File: src/rtl/ma_ce_sequencer_if.sv
`default_nettype none
// ============================================================================
// Module   : ma_ce_sequencer_if
// Purpose  : Bundles the sample-in, filter-side and decimated-out signals
//            of ma_ce_sequencer. The master side drives the sample stream,
//            the flush request, the decimation ratio and the filter result.
//            The slave side is the sequencer.
//            Optional: MA_SEQ_DROP_CNT_EN adds the drop_cnt signal.
// Revision : 1.0 - initial release
// ============================================================================
interface ma_ce_sequencer_if #(
    parameter int DATA_WIDTH  = 16,
    parameter int DECIM_WIDTH = 8
);
    logic                          in_valid;
    logic signed [DATA_WIDTH-1:0]  in_data;
    logic                          flush_req;
    logic        [DECIM_WIDTH-1:0] decim;
    logic                          filt_ce;
    logic signed [DATA_WIDTH-1:0]  filt_din;
    logic signed [DATA_WIDTH-1:0]  filt_dout;
    logic                          out_valid;
    logic signed [DATA_WIDTH-1:0]  out_data;
    logic                          busy;
    logic                          flush_done;
`ifdef MA_SEQ_DROP_CNT_EN
    logic        [15:0]            drop_cnt;
`endif

    modport master (
        output in_valid, in_data, flush_req, decim, filt_dout,
        input  filt_ce, filt_din, out_valid, out_data, busy, flush_done
`ifdef MA_SEQ_DROP_CNT_EN
        , input drop_cnt
`endif
    );

    modport slave (
        input  in_valid, in_data, flush_req, decim, filt_dout,
        output filt_ce, filt_din, out_valid, out_data, busy, flush_done
`ifdef MA_SEQ_DROP_CNT_EN
        , output drop_cnt
`endif
    );
endinterface
`default_nettype wire

File: src/rtl/ma_ce_sequencer.sv
`default_nettype none
// ============================================================================
// Module   : ma_ce_sequencer
// Purpose  : Drives clock-enable and data of a 9-tap moving-average filter
//            from a sparse sample stream. It hides the filter warm-up
//            outputs, decimates by a runtime ratio, and zero-fills the
//            filter on request.
//            Optional: MA_SEQ_DROP_CNT_EN adds a saturating count of dropped
//            samples.
// Revision : 1.0 - initial release
// ============================================================================
module ma_ce_sequencer #(
    parameter int DATA_WIDTH  = 16,
    parameter int FILL_LEN    = 11,
    parameter int DECIM_WIDTH = 8
) (
    input  wire logic         clk,
    input  wire logic         rst,
    ma_ce_sequencer_if.slave  sq
);
    localparam logic [7:0] c_fill_len  = 8'(FILL_LEN);
    localparam logic [7:0] c_fill_last = 8'(FILL_LEN - 1);

    typedef enum logic [1:0] {
        S_IDLE  = 2'd0,
        S_FILL  = 2'd1,
        S_RUN   = 2'd2,
        S_FLUSH = 2'd3
    } state_t;

    state_t                   r_state;
    logic                     r_filt_ce;
    logic [DATA_WIDTH-1:0]    r_filt_din;
    logic                     r_ce_d;       // filt_dout holds a fresh result
    logic [7:0]               r_fill_cnt;   // warm-up results seen, or flush cycles issued
    logic [DECIM_WIDTH-1:0]   r_dec_cnt;
    logic [DECIM_WIDTH-1:0]   r_dec_reload;
    logic                     r_out_valid;
    logic [DATA_WIDTH-1:0]    r_out_data;
    logic                     r_busy;
    logic                     r_flush_done;

    // Sequencer FSM: forwarding, warm-up suppression, decimation and zero-fill flush
    always_ff @(posedge clk) begin
        if (rst) begin
            r_state      <= S_IDLE;
            r_filt_ce    <= 1'b0;
            r_filt_din   <= '0;
            r_ce_d       <= 1'b0;
            r_fill_cnt   <= 8'd0;
            r_dec_cnt    <= '0;
            r_dec_reload <= '0;
            r_out_valid  <= 1'b0;
            r_out_data   <= '0;
            r_busy       <= 1'b0;
            r_flush_done <= 1'b0;
        end else begin
            r_filt_ce    <= 1'b0;
            r_out_valid  <= 1'b0;
            r_flush_done <= 1'b0;
            r_ce_d       <= r_filt_ce;

            case (r_state)
                S_IDLE, S_FILL, S_RUN: begin
                    if (sq.flush_req) begin
                        // A flush wins over a same-cycle sample. Any in-flight
                        // result is abandoned because RUN is left right away.
                        r_state    <= S_FLUSH;
                        r_busy     <= 1'b1;
                        r_filt_ce  <= 1'b1;
                        r_filt_din <= '0;
                        r_fill_cnt <= 8'd1;
                    end else begin
                        if (sq.in_valid) begin
                            r_filt_ce  <= 1'b1;
                            r_filt_din <= sq.in_data;
                        end
                        if (r_state == S_IDLE) begin
                            if (sq.in_valid) begin
                                r_state    <= S_FILL;
                                r_busy     <= 1'b1;
                                r_fill_cnt <= 8'd0;
                            end
                        end else if (r_state == S_FILL) begin
                            if (r_ce_d) begin
                                if (r_fill_cnt == c_fill_last) begin
                                    // The ratio is fixed for the whole RUN phase.
                                    r_state      <= S_RUN;
                                    r_dec_reload <= sq.decim;
                                    r_dec_cnt    <= '0;
                                    r_fill_cnt   <= 8'd0;
                                end else begin
                                    r_fill_cnt <= r_fill_cnt + 8'd1;
                                end
                            end
                        end else begin
                            if (r_ce_d) begin
                                if (r_dec_cnt == '0) begin
                                    r_out_valid <= 1'b1;
                                    r_out_data  <= sq.filt_dout;
                                    r_dec_cnt   <= r_dec_reload;
                                end else begin
                                    r_dec_cnt <= r_dec_cnt - DECIM_WIDTH'(1);
                                end
                            end
                        end
                    end
                end
                S_FLUSH: begin
                    // Samples and flush requests are ignored until the zero-fill ends.
                    if (r_fill_cnt == c_fill_len) begin
                        r_state      <= S_IDLE;
                        r_busy       <= 1'b0;
                        r_flush_done <= 1'b1;
                        r_fill_cnt   <= 8'd0;
                    end else begin
                        r_filt_ce  <= 1'b1;
                        r_filt_din <= '0;
                        r_fill_cnt <= r_fill_cnt + 8'd1;
                    end
                end
                default: begin
                    r_state <= S_IDLE;
                    r_busy  <= 1'b0;
                end
            endcase
        end
    end

    assign sq.filt_ce    = r_filt_ce;
    assign sq.filt_din   = r_filt_din;
    assign sq.out_valid  = r_out_valid;
    assign sq.out_data   = r_out_data;
    assign sq.busy       = r_busy;
    assign sq.flush_done = r_flush_done;

`ifdef MA_SEQ_DROP_CNT_EN
    logic [15:0] r_drop_cnt;
    logic        w_drop;

    // A sample is lost while flushing or when it collides with a flush request.
    assign w_drop = sq.in_valid && ((r_state == S_FLUSH) || sq.flush_req);

    // Saturating drop counter, cleared only by reset
    always_ff @(posedge clk) begin
        if (rst) begin
            r_drop_cnt <= 16'd0;
        end else if (w_drop && (r_drop_cnt != 16'hFFFF)) begin
            r_drop_cnt <= r_drop_cnt + 16'd1;
        end
    end

    assign sq.drop_cnt = r_drop_cnt;
`endif
endmodule
`default_nettype wire

File: src/flat_wrapper.sv
// flat-port wrapper written by rule: the top's interface ports become plain ports
module ma_ce_sequencer_flat 
#(
    parameter int DATA_WIDTH  = 16,
    parameter int FILL_LEN    = 11,
    parameter int DECIM_WIDTH = 8
)
  (clk, rst, sq_in_valid, sq_in_data, sq_flush_req, sq_decim, sq_filt_dout, sq_filt_ce, sq_filt_din, sq_out_valid, sq_out_data, sq_busy, sq_flush_done);
  ma_ce_sequencer_if #(.DATA_WIDTH(DATA_WIDTH), .DECIM_WIDTH(DECIM_WIDTH)) sq_i ();
  input  wire logic clk;
  input  wire logic rst;
  input wire logic [$bits(sq_i.in_valid)-1:0] sq_in_valid;
  input wire logic [$bits(sq_i.in_data)-1:0] sq_in_data;
  input wire logic [$bits(sq_i.flush_req)-1:0] sq_flush_req;
  input wire logic [$bits(sq_i.decim)-1:0] sq_decim;
  input wire logic [$bits(sq_i.filt_dout)-1:0] sq_filt_dout;
  output wire logic [$bits(sq_i.filt_ce)-1:0] sq_filt_ce;
  output wire logic [$bits(sq_i.filt_din)-1:0] sq_filt_din;
  output wire logic [$bits(sq_i.out_valid)-1:0] sq_out_valid;
  output wire logic [$bits(sq_i.out_data)-1:0] sq_out_data;
  output wire logic [$bits(sq_i.busy)-1:0] sq_busy;
  output wire logic [$bits(sq_i.flush_done)-1:0] sq_flush_done;
  assign sq_i.in_valid = sq_in_valid;
  assign sq_i.in_data = sq_in_data;
  assign sq_i.flush_req = sq_flush_req;
  assign sq_i.decim = sq_decim;
  assign sq_i.filt_dout = sq_filt_dout;
  assign sq_filt_ce = sq_i.filt_ce;
  assign sq_filt_din = sq_i.filt_din;
  assign sq_out_valid = sq_i.out_valid;
  assign sq_out_data = sq_i.out_data;
  assign sq_busy = sq_i.busy;
  assign sq_flush_done = sq_i.flush_done;
  ma_ce_sequencer #(.DATA_WIDTH(DATA_WIDTH), .FILL_LEN(FILL_LEN), .DECIM_WIDTH(DECIM_WIDTH)) u_core (.clk(clk), .rst(rst), .sq(sq_i));
endmodule
File: config.mk
export PLATFORM = sky130hd
export DESIGN_NAME = ma_ce_sequencer_flat
export DESIGN_NICKNAME = d
export VERILOG_FILES = /design/src/rtl/ma_ce_sequencer_if.sv /design/src/rtl/ma_ce_sequencer.sv /design/src/flat_wrapper.sv
export SDC_FILE = /design/constraint.sdc
export NUM_CORES = 1
export LEC_CHECK = 0
export CAP_MARGIN = 20
export CORE_AREA = 2 2 79 81
export CTS_CLUSTER_SIZE = 14
export DETAILED_ROUTE_END_ITERATION = 6
export DIE_AREA = 0 0 81 83
export HOLD_SLACK_MARGIN = 0.12
export PLACE_DENSITY = 0.87
export SETUP_SLACK_MARGIN = 0.02
export SLEW_MARGIN = 20
export SYNTH_ARGS = -nofsm -noshare
export SYNTH_HDL_FRONTEND = slang
export SYNTH_SLANG_ARGS = --single-unit
File: constraint.sdc
create_clock -name clk -period 2.4 [get_ports clk]
set_clock_uncertainty 0.1 [all_clocks]
set_input_delay 0.36 -clock clk [delete_from_list [all_inputs] [get_ports clk]]
set_output_delay 0.36 -clock clk [all_outputs]
set_load 0.02 [all_outputs]
* Word-level counts from Yosys, hierarchy flattened
Cells that the tools add are included.
Storage, ports and cells: bits in registers 63, input bits 44, output and inout bits 36, word-level logic and storage cells 81
Cells by class: add/sub/neg operators 2, equal/unequal tests 14, multiplexer cells 36, bitwise logic cells 6, reductions and logical operators 12
Operator list (number):
- $mux 8 | 12
- $mux 16 | 3
- $pmux 16 s2 | 1
- $eq 8x4->1 const B | 2
- $pmux 8 s2 | 1
- $mux 2 | 7
- $ne 4x2->1 const B | 3
- $reduce_and 6->1 | 2
- $reduce_and 5->1 | 2
- $mux 1 | 9
- $add 8x1->8 const B | 1
- $logic_not 8->1 | 1
- $sub 8x1->8 const B | 1
- $not 1->1 | 6
- $reduce_and 3->1 | 2
- $reduce_or 6->1 | 1
- $eq 2x2->1 const B | 2
- $ne 2x2->1 const B | 2
- $ne 4x4->1 const B | 1
- $pmux 1 s2 | 2
- $pmux 2 s2 | 1
- $ne 3x2->1 const B | 1
- $ne 3x3->1 const B | 1
- $reduce_or 3->1 | 1
- other kinds (5) | 5

* Depth between registers and ports, before layout
depth in word-level cells 7, depth in mapped cells 8, depth with buffers taken out 7

* Worst setup path after synthesis
No wires, ideal clock.
kind reg-to-reg, start register u_core.r_fill_cnt[1], end register u_core.r_dec_reload[0], library setup time 0.128 ns, arrival time 1.854 ns, required time 2.172 ns, slack 0.319 ns, cell stages (with the launch flop) 8, buffers on the path 2, clock period less this slack 2.081 ns, cell sequence dfxtp_1 > ha_1 > or3b_1 > or4_4 > buf_6 > buf_6 > mux2i_1 > nor2_1
On the way: longest elaborated chain between the ends 2
Ends and longest elaborated chain:
- from (decl) | line ma_ce_sequencer.sv:35 | logic [7:0] r_fill_cnt;
- from (signal assigned) | line ma_ce_sequencer.sv:93 | r_fill_cnt <= r_fill_cnt + 8'd1;
- from (signal assigned) | line ma_ce_sequencer.sv:119 | r_fill_cnt <= r_fill_cnt + 8'd1;
- $eq 8x4->1 | line ma_ce_sequencer.sv:86 | if (r_fill_cnt == c_fill_last) begin
- $reduce_and 6->1 (no source line)
- to (signal assigned) | line ma_ce_sequencer.sv:89 | r_dec_reload <= sq.decim;
- to (decl) | line ma_ce_sequencer.sv:37 | logic [DECIM_WIDTH-1:0] r_dec_reload;
No other way between the ends. A chain may end at the register's enable or synchronous reset.

* Final worst setup path
start register u_core.r_fill_cnt[1], end register u_core.r_dec_cnt[6]
On the way: longest elaborated chain between the ends 3
Ends and longest elaborated chain:
- $eq 8x4->1 | line ma_ce_sequencer.sv:86
- $ne 2x2->1 (no source line)
- $reduce_and 5->1 (no source line)
- to (signal assigned) | line ma_ce_sequencer.sv:101 | r_dec_cnt <= r_dec_reload;
- to (signal assigned) | line ma_ce_sequencer.sv:103 | r_dec_cnt <= r_dec_cnt - DECIM_WIDTH'(1);
- to (decl) | line ma_ce_sequencer.sv:36 | logic [DECIM_WIDTH-1:0] r_dec_cnt;
No other way between the ends.

==> implementation parameters <==
Parameter                              Value

Run status
  Outcome    complete, no violations

Global route
  Antenna violations before repair    0
  Number of global-route vias before repair    2389
  Maximum number of pins on one net before global-route repair    22
  GRT Overall Usage    0.2158
  First-pass GRT wire length    11420 um
  Global-route congestion overflow total    0

Power and ir drop
  Static power due to leakage    1.423 nW
  Switching power summed over all nets    557.3 uW
  Max rail drop VDD    301.2 uV
  Clock network fraction of design power    0.400
  Portion of total power attributed to sequential cells    0.479
  Part of the total power dissipated in combinational logic    0.122
  Power density normalized to cell area    616.0 nW/um^2
  Switching part of the total power    0.2410
  Internal Power    1.755 mW

Cells and area
  Antenna Cells    0
  Fraction of layout cells with a size suffix above 1    0.09351
  Fin nets    429
  Syn-to-layout area delta    40.58%

Synthesis
  Synthesis Warnings    0
  Register bit total from synthesis    63
  Asr flop ratio synth    0
  Proportion of synthesized chip area in sequential cells    0.4724
  Number of instances in the synthesized netlist    297
  Cell accounting for the most synthesized area    sky130_fd_sc_hd__dfxtp_1
  Commonest cells post-synth    sky130_fd_sc_hd__dfxtp_1, sky130_fd_sc_hd__nand2_1, sky130_fd_sc_hd__a21oi_1
  Number of different library cells in the post-synthesis netlist    54
  Post-synth EDFFs    0
  Cells taking the most area after synthesis    sky130_fd_sc_hd__dfxtp_1, sky130_fd_sc_hd__nand2_1, sky130_fd_sc_hd__a21oi_1
  Portion of synthesized cell area occupied by the leading cell type    0.4724
  Cell with the most instances after synthesis    sky130_fd_sc_hd__dfxtp_1
  Syn_nets    345
  Post-synthesis cell area    2670 sq um
  Predominant post-synthesis flop cell    sky130_fd_sc_hd__dfxtp_1
  Syn Area/Cell    8.990 sq um

Clocking
  # clock sinks    63
  Post-CTS setup buffers    0
  Largest buffer count on any clock path    2
  Clock tree from TritonCTS    done
  CTS Root Buffer Type    sky130_fd_sc_hd__clkbuf_8
  Cts bufs inserted    9
  Clock insertion delay at the later pin of the skew report    0.33 ns
  Level count of the clock H-tree    3
  Post-CTS clock slew at the launch and capture registers of the worst setup and hold paths    0.07 ns

Timing
  Aggregate negative setup slack    0 ns
  Final critical-path share of the clock period    0.9160
  RSZ-0062 raised after global routing    no
  FMAX    0.4549 GHz
  Time the worst path needs with I/O delays and setup    2.198 ns
  Number of setup violations in the final report    0
  Final Hold Violating Endpoints    0
  Least setup slack across all paths after layout    0.2017 ns
  Transition time at the pin with the least slew margin    0.3937 ns
  Number of max-slew violations in the final report    0
  Slew margin rel.    0.7351

Place
  Routability congestion estimate from global placement    0.9268
  Detail Placement HPWL    4872 um
  Post-Place Setup Slack    0.1509 ns
  Count of buffers inserted at the top-level ports    79

Critical path
  WP data arrival    2.32 ns
  Maximum cell stage delay along the critical path    0.56 ns
  Reg2reg start    u_core.r_fill_cnt[1]
  Launching instance or port of the critical path    u_core.r_fill_cnt[1]
  Reg-to-reg endpoint    u_core.r_dec_cnt[6]
  Startpoint kind of the worst setup timing path    flop
  Worst-path fanout max    15
  Reg2reg path depth    6
  Critical Path End Type    flop
  Number of buffers and inverters on the critical path    0
  Critical Path RT    2.52 ns
  CP top delay family    simple AND/OR/NAND/NOR gates
  Crit path kind    flop to flop
  Capturing instance or port of the critical path    u_core.r_dec_cnt[6]
  R2R Setup Slk    0.20 ns
  Count of cell instances traversed by the critical path    6
  Cell-by-cell listing of the critical path    ha_1, or3b_1, or4_4, and2_0, o21ai_1, a21oi_1
  Slowest cell on the critical path    sky130_fd_sc_hd__or4_4

Detailed routing
  Number of detailed-route iterations in the first pass    4
  Post-route DRC    0
  Routed length per placed instance    14.96 um
  Number of vias per cell    5.385
  Count of nets left with antenna violations after detail routing    0
  Total number of vias    2477
  Starting DRC count in detailed routing    108
  Total wire length    6883 um

Die
  # IOs    80
  Row Count    28
  Initial core utilization    0.4591
  Die height    83 um
  Die Area    6723 sq um
  Core area    5816 sq um
  Width of the chip    81 um

Worst hold path
  Min-delay src    u_core.sq.busy
  Hold crit path type    flop to flop

Flow run
  Number of max-cap violations    0
[cell usage in the layout (no fill, tap or decap), drive strengths merged, types with 3 or more instances in the layout]
cell,netlist,final
mux2i,8,8
o211ai,4,4
xor2,4,4
nor3,3,3
dfxtp,63,63
nand2b,4,4
a21oi,32,32
xnor2,4,4
inv,8,8
o21ai,6,6
a211oi,4,4
nand2,46,46
nor2b,3,3
clkbuf,8,12
ha,4,4
a22o,16,16
nor2,27,27
nand3,8,8
buf,9,11
clkdlybuf4s50,0,79
[area by class of cell]
type	instances	area, sq um
clock buffer	12	155.1
inverter	8	30.03
sequential	63	1261
multi-input combinational	209	1297
clock inverter	3	42.54
fill	473	2062
tap	75	93.84
timing repair buffer	90	873.3
[per-stage QoR]
step	total power [mW]	hold slack [ns]	area [sq um]	cells	utilization
global placement	1.401	0.3417	3556	445	0.6114
floorplan	1.263	0.3566	2670	297	-
global route	2.400	0.3717	3754	460	0.6454
finish	2.312	0.3560	3754	460	0.6454
CTS	2.326	0.3555	3754	460	0.6454
detailed placement	1.408	0.3463	3556	445	0.6114
[routing by layer]
layer,vias to the layer above,part of all wire,track usage
met4,0,0.029,0.1017
met1,1183,0.43,0.2699
met5,-,0,0
met2,55,0.51,0.3494
li1,1223,-,-
met3,16,0.036,0.04565
[worst min-delay path by stage]
stage                     slack (ns)                      to  cells past startpoint
after floorplan                 0.36     u_core.r_dec_cnt[1]                      2
after CTS                       0.36          u_core.sq.busy                      2
final                           0.36          u_core.sq.busy                      2
after detailed placement        0.35          u_core.sq.busy                      2
after global routing            0.37          u_core.sq.busy                      2
after global placement          0.34  u_core.sq.out_data[11]                      2
[timing repair]
item / 4_1_cts / 5_1_grt
hold buffers: 0 / 0
gates resized for setup: 0 / 0
endpoints found under the setup margin: 0 / 1
[power groups by stage]
stage          Clock (mW)  Sequential (mW)  Combinational (mW)
2_1_floorplan           0             1.13               0.128
5_1_grt             0.983             1.11               0.304
3_3_place_gp            0             1.13               0.273
3_5_place_dp            0             1.13               0.278
6_report            0.924             1.11               0.281
4_1_cts             0.939             1.11               0.281
[cell families (layout without fill, tap and decap cells)]
group           count (synthesis)  count (layout)  synth area share
simple gates                  106             106            0.1949
compound gates                 81              81            0.2053
flops                          63              63            0.4724
buf+inv                        25             113           0.04405
mux                            10              10           0.03843
xor+xnor                        8               8           0.02624
fa+ha+maj                       4               4           0.01874
[registers in the layout, summed over array words and instances (netlist names)]
signal,cells
u_core.r_ce_d,1
u_core.r_dec_cnt,8
u_core.r_dec_reload,8
u_core.r_fill_cnt,8
u_core.r_state,2
u_core.sq.busy,1
u_core.sq.filt_ce,1
u_core.sq.filt_din,16
u_core.sq.flush_done,1
u_core.sq.out_data,16
u_core.sq.out_valid,1
[worst reg2reg max path: cells and delay by family, from the launching register on]
kind	cells	cell delay [ns]
adder cells (fa/ha/maj)	1	0.23
flip-flops	1	0.42
AO/OA/AOI/OAI	2	0.18
AND/OR/NAND/NOR	3	1.14
No activity file was read; power rests on OpenSTA's default activity.
